**config.mk**
```make
export PLATFORM = sky130hd
export DESIGN_NAME = snake_ptn_gen
export DESIGN_NICKNAME = d
export VERILOG_FILES = /design/src/rtl/snake_pkg.sv /design/src/rtl/snake_prescaler.sv /design/src/rtl/snake_ptn_gen.sv
export SDC_FILE = /design/constraint.sdc
export NUM_CORES = 1
export LEC_CHECK = 0
export CORE_ASPECT_RATIO = 0.75
export CORE_MARGIN = 2
export CORE_UTILIZATION = 50
export CTS_BUF_LIST = sky130_fd_sc_hd__clkbuf_4 sky130_fd_sc_hd__clkbuf_8 sky130_fd_sc_hd__clkbuf_16
export CTS_CLUSTER_SIZE = 25
export DETAILED_ROUTE_END_ITERATION = 8
export MAX_ROUTING_LAYER = met4
export PLACE_DENSITY_LB_ADDON = 0.12
export SLEW_MARGIN = 20
export SYNTH_ARGS = -nofsm -noshare
export SYNTH_HDL_FRONTEND = slang
export SYNTH_SLANG_ARGS = --single-unit
```
**constraint.sdc**
```tcl
create_clock -name clk -period 5.7 [get_ports clk]
set_input_delay 1.425 -clock clk [delete_from_list [all_inputs] [get_ports clk]]
set_output_delay 1.425 -clock clk [all_outputs]
set_load 0.02 [all_outputs]
```
**src/rtl/snake_pkg.sv**
```systemverilog
// Shared constants and state encoding for the LED snake pattern path
// (pattern generator, run counter, display scan).
package snake_pkg;

  localparam int CNT_LENGTH = 20;
  localparam int LED_W      = 16;
  localparam int SNAKE_LEN  = 4;
  localparam int RUN_MAX    = 9;

  typedef enum logic [1:0] {
    INIT = 2'd0,
    RUN  = 2'd1,
    STOP = 2'd2
  } state_t;

endpackage

```
**src/rtl/snake_prescaler.sv**
```systemverilog
// Clock prescaler: one-cycle tick every CLK_DIV enabled clk cycles; the
// count holds while en is low so a held-off tick fires as soon as en returns.
module snake_prescaler #(
  parameter int CLK_DIV = 5_000_000
) (
  input  logic clk,
  input  logic rst,
  input  logic en,
  output logic tick
);

  localparam int DIV_W = $clog2(CLK_DIV);
  localparam logic [DIV_W-1:0] DIV_LAST = DIV_W'(CLK_DIV - 1);

  logic [DIV_W-1:0] div_cnt;

  always_ff @(posedge clk or posedge rst) begin
    if (rst) begin
      div_cnt <= '0;
    end else if (en) begin
      div_cnt <= (div_cnt == DIV_LAST) ? '0 : div_cnt + DIV_W'(1);
    end
  end

  assign tick = en && (div_cnt == DIV_LAST);

endmodule

```
**src/rtl/snake_ptn_gen.sv**
```systemverilog
// LED snake pattern-position generator: stepped up/down position counter with
// direction latched only at run boundaries, plus the 16-LED snake image decode.
module snake_ptn_gen #(
  parameter int CLK_DIV    = 5_000_000,
  parameter int CNT_LENGTH = snake_pkg::CNT_LENGTH,
  parameter int LED_W      = snake_pkg::LED_W,
  parameter int SNAKE_LEN  = snake_pkg::SNAKE_LEN
) (
  input  logic                          clk,
  input  logic                          rst,
  input  logic                          updn_in,
  input  logic                          pause,
  input  logic                          run_stop,
  output logic [$clog2(CNT_LENGTH)-1:0] ptn_cnt,
  output logic                          updn,
  output logic                          step,
  output logic                          run_end,
  output logic [LED_W-1:0]              led
);

  import snake_pkg::*;

  localparam int CNT_W = $clog2(CNT_LENGTH);
  localparam logic [CNT_W-1:0] CNT_LAST = CNT_W'(CNT_LENGTH - 1);
  // Last position with a segment still on the board; later positions hold it
  // so the final frame of a run shows the tail on the end LED instead of going dark.
  localparam int POS_MAX = LED_W + SNAKE_LEN - 2;

  state_t           state;
  state_t           state_nxt;
  logic [CNT_W-1:0] ptn_nxt;
  logic             updn_nxt;
  logic             updn_meta;
  logic             updn_s;
  logic             pre_en;

  function automatic logic [LED_W-1:0] snake_image(input logic [CNT_W-1:0] pos);
    logic [5:0]       p;
    logic [LED_W-1:0] img;
    p   = (6'(pos) > 6'(POS_MAX)) ? 6'(POS_MAX) : 6'(pos);
    img = '0;
    for (int i = 0; i < LED_W; i++) begin
      img[i] = (p >= 6'(i)) && (p < 6'(i + SNAKE_LEN));
    end
    return img;
  endfunction

  always_ff @(posedge clk or posedge rst) begin
    if (rst) begin
      updn_meta <= 1'b1;
      updn_s    <= 1'b1;
    end else begin
      updn_meta <= updn_in;
      updn_s    <= updn_meta;
    end
  end

  assign pre_en = !pause && (state != STOP);

  snake_prescaler #(.CLK_DIV(CLK_DIV)) u_prescaler (
    .clk  (clk),
    .rst  (rst),
    .en   (pre_en),
    .tick (step)
  );

  assign run_end = (updn && (ptn_cnt == CNT_LAST)) || (!updn && (ptn_cnt == '0));

  always_comb begin
    state_nxt = state;
    ptn_nxt   = ptn_cnt;
    updn_nxt  = updn;
    case (state)
      INIT: begin
        if (run_stop) begin
          state_nxt = STOP;
        end else if (step) begin
          updn_nxt  = updn_s;
          ptn_nxt   = updn_s ? '0 : CNT_LAST;
          state_nxt = RUN;
        end
      end
      RUN: begin
        if (run_stop) begin
          state_nxt = STOP;
        end else if (step) begin
          if (run_end) begin
            updn_nxt = updn_s;
            ptn_nxt  = updn_s ? '0 : CNT_LAST;
          end else begin
            ptn_nxt = updn ? ptn_cnt + CNT_W'(1) : ptn_cnt - CNT_W'(1);
          end
        end
      end
      STOP: begin
      end
      default: state_nxt = INIT;
    endcase
  end

  always_ff @(posedge clk or posedge rst) begin
    if (rst) begin
      state   <= INIT;
      ptn_cnt <= '0;
      updn    <= 1'b1;
    end else begin
      state   <= state_nxt;
      ptn_cnt <= ptn_nxt;
      updn    <= updn_nxt;
    end
  end

  always_comb begin
    led = '0;
    case (state)
      RUN:     led = snake_image(ptn_cnt);
      STOP:    led = '1;
      default: led = '0;
    endcase
  end

endmodule

```
==> impl_metrics.tcl <==
set metrics [dict create \
    status "completed" \
    post_cts_resize_count 0 \
    ys_types 43 \
    cts_setup_buffers 0 \
    period_share_pct 83.28 \
    r2r_slack_ns 3.37 \
    crit_start "pause" \
    max-vdd-ir-drop_mv 0.1318 \
    clock-sinks 33 \
    antenna_found_initial 0 \
    grtUsageMet1_pct 31.74 \
    utilization_pct 62.04 \
    row_count 20 \
    reg2reg_to "ptn_cnt[1]" \
    critPathCapture "step" \
    drive_gt1_share_pct 6.923 \
    syn_inst 234 \
    final.fill_count 363 \
    clk_latency_ns 0.29 \
    crit_arrival_ns 3.32 \
    drt-initial-drc-count 79 \
    ant_nets 0 \
    wl_per_cell_um 13.64 \
    syn_nets 247 \
    drc 0 \
    grt_use_met2_pct 26.88 \
    crit_type "input port to output pin" \
    hpwlAfterDp_mm 3.134 \
    min_from "updn_meta" \
    hold_violations 0 \
    cts.path.max_buffers 2 \
    die_h_um 60.32 \
    via_per_inst 5.229 \
    hp-class "register to register" \
    use_met3_pct 4.532 \
    pin_count 29 \
    cts_tree "done" \
    port_buffers 28 \
    regToRegStartpoint "state[0]" \
    cts-hold-fix-buffers 0 \
    cts_buffers 5 \
    maxCapViolCount 0 \
    reg2reg_depth 8 \
    avgSynthCellArea_um2 9.036 \
    finClkSkew_ns 0.005358 \
    path_max_fanout 6 \
    slew_headroom_pct 62.11 \
    grt-busiest-layer "met1" \
    finalSetupViolCount 0 \
    startpoint_type "input port" \
    grt_max_degree 34 \
    yosysWarnings 0 \
    clock-root-buffer "clkbuf_8" \
    dr.pass1.iters 4 \
    fmax_mhz 210.7 \
    rsz0062_at_grt "no" \
    grt_pass1_wl_mm 7.189 \
    final_max_slew_viol_count 0 \
    setup_tns_ns 0 \
    grt_pass1_vias 1408 \
    chipWidth_um 79.09 \
    cts.clk_slew.worst_paths_ns 0.06 \
    syn-cell-area_um2 2115 \
    via_count 1647 \
    nets 272 \
    yosysSeqAreaShare_pct 39.23 \
    num_antenna_cells 0 \
    htreeDepth 2 \
    initial_core_util_pct 52.16 \
    grt_usage_pct 20.99 \
    post-route-min-period_ns 4.747 \
    worstMarginPinSlew_ns 0.5672 \
    leakage_uw 0.001126 \
    grt-ovfl-total 0 \
    power.density_nw_per_um2 174.5 \
    area_delta_synth_final_pct 18.93 \
    worstPathRequired_ns 4.28 \
    wirelength_mm 4.297 \
    dieArea_um2 4771 \
    globalplace.congestion 0.8135 \
    core_region_area_um2 4054 \
    synth_seq_cells 33 \
    endpoint_kind "output pin" \
]
cells in the mapped netlist:
cell       instances  area share (%)
o21ai_0            6             1.4
a211oi_1           1            0.36
o31ai_1            2            0.71
xor2_1            11             4.6
clkbuf_2           1            0.24
nor4_1             3            0.89
and3_1             4             1.2
o21bai_1           1            0.36
o22a_1             1            0.41
or4_4              1            0.53
dfrtp_1           30              36
nor4b_1            2            0.83
nand3_2            1            0.47
buf_2              3            0.71
nand4bb_1          1            0.53
nand4b_1           1            0.41
ha_1               7             4.1
nor2b_1           14             4.1
mux2i_1            5             2.4
a21o_1             4             1.4
or2_1              1            0.30
inv_1              8             1.4
a21boi_0           1            0.36
clkbuf_1           7             1.2
o22ai_1            1            0.30
a21oi_1           15             3.6
o21a_1             5             1.8
nor3_2             1            0.47
fa_1               1            0.95
nand4_1            6             1.8
xnor2_1           15             6.2
nor3_1             5             1.2
nor3_4             1            0.77
dfstp_2            3             3.7
nand2_1           16             2.8
nand3_1            7             1.7
nor2_1            25             4.4
buf_6              2             1.1
nand2b_1           5             1.5
and2_1             3            0.89
and4_1             2            0.83
a2bb2oi_1          1            0.41
a31oi_1            4             1.2
metal layers:
metal  up-vias  part of all wire (%)
met4         0                   1.2
met1       760                    55
met5         -                     0
met3         4                   4.2
met2        33                    40
li1        850                     -
worst max-delay path: stages:
cell,delay (ns)
clkdlybuf4s50_1,0.49
nand4bb_1,0.24
nor4_1,0.34
and2_1,0.22
clkdlybuf4s50_1,0.61
stage by stage:
step	instances	instance area (um^2)	setup slack, ns	hold WS, ns	total power [uW]
6_report	315	2515	0.9530	0.3553	438.9
5_1_grt	315	2515	0.8237	0.3620	457.3
4_1_cts	315	2515	0.9539	0.3586	443.4
3_5_place_dp	307	2417	0.9630	0.3478	252.7
3_3_place_gp	307	2417	0.9902	0.3464	252.5
2_1_floorplan	234	2115	1.852	0.3452	247.1
flip-flops by register name, summed over array words and instances, names as in the netlist:
| register | cells |
|---|---|
| updn | 1 |
| state | 2 |
| updn_s | 1 |
| ptn_cnt | 5 |
| u_prescaler.div_cnt | 23 |
| updn_meta | 1 |
worst min path at each step:
| stage | cells past startpoint | endpoint | slack, ns |
|---|---|---|---|
| global route | 0 | updn_s | 0.36 |
| finish | 0 | updn_s | 0.36 |
| floorplan | 0 | updn_s | 0.35 |
| CTS | 0 | updn_s | 0.36 |
| detailed placement | 0 | updn_s | 0.35 |
| global placement | 0 | updn_s | 0.35 |
power breakdown:
part / internal [uW] / leakage (uW) / switching (uW)
Sequential: 236 / 0.000430 / 1.23
Clock: 108 / 0.0000523 / 83.0
Combinational: 4.28 / 0.000644 / 6.23
layout make-up:
type / count / area (um^2) / share of cell area (%)
multi-input combinational: 180 / 1186 / 47.16
tap: 55 / 68.82 / 2.736
clock buffer: 8 / 97.59 / 3.881
inverter: 8 / 30.03 / 1.194
sequential: 33 / 829.5 / 32.99
timing repair buffer: 31 / 302.8 / 12.04
cell families (layout without fill, tap and decap cells):
logic type	count (synthesis)	after routing	share of synthesized area, %
buf+inv	21	47	4.674
fa+ha+maj	8	8	5.089
compound gates	42	42	12.25
simple gates	99	99	25.62
xor+xnor	26	26	10.77
mux	5	5	2.367
flops	33	33	39.23
cell usage in the layout, fill, tap and decap left out, types with 2 or more instances in the layout:
cell,synthesis,routed
clkdlybuf4s50_1,0,28
and2_1,3,3
buf_4,0,3
nor2_1,25,25
o21ai_0,6,6
o21a_1,5,5
nor3_1,5,5
nor2b_1,14,14
and3_1,4,4
dfstp_2,3,3
inv_1,8,8
o31ai_1,2,2
clkbuf_8,0,6
dfrtp_1,30,30
a31oi_1,4,4
xor2_1,11,11
nand4_1,6,6
and4_1,2,2
ha_1,7,7
a21oi_1,15,15
nand2_1,16,16
a21o_1,4,4
nand2b_1,5,5
mux2i_1,5,5
nor4_1,3,3
nor4b_1,2,2
xnor2_1,15,15
nand3_1,7,7
clkbuf_4,0,2
Note: power is estimated with default switching activity, not from simulation.
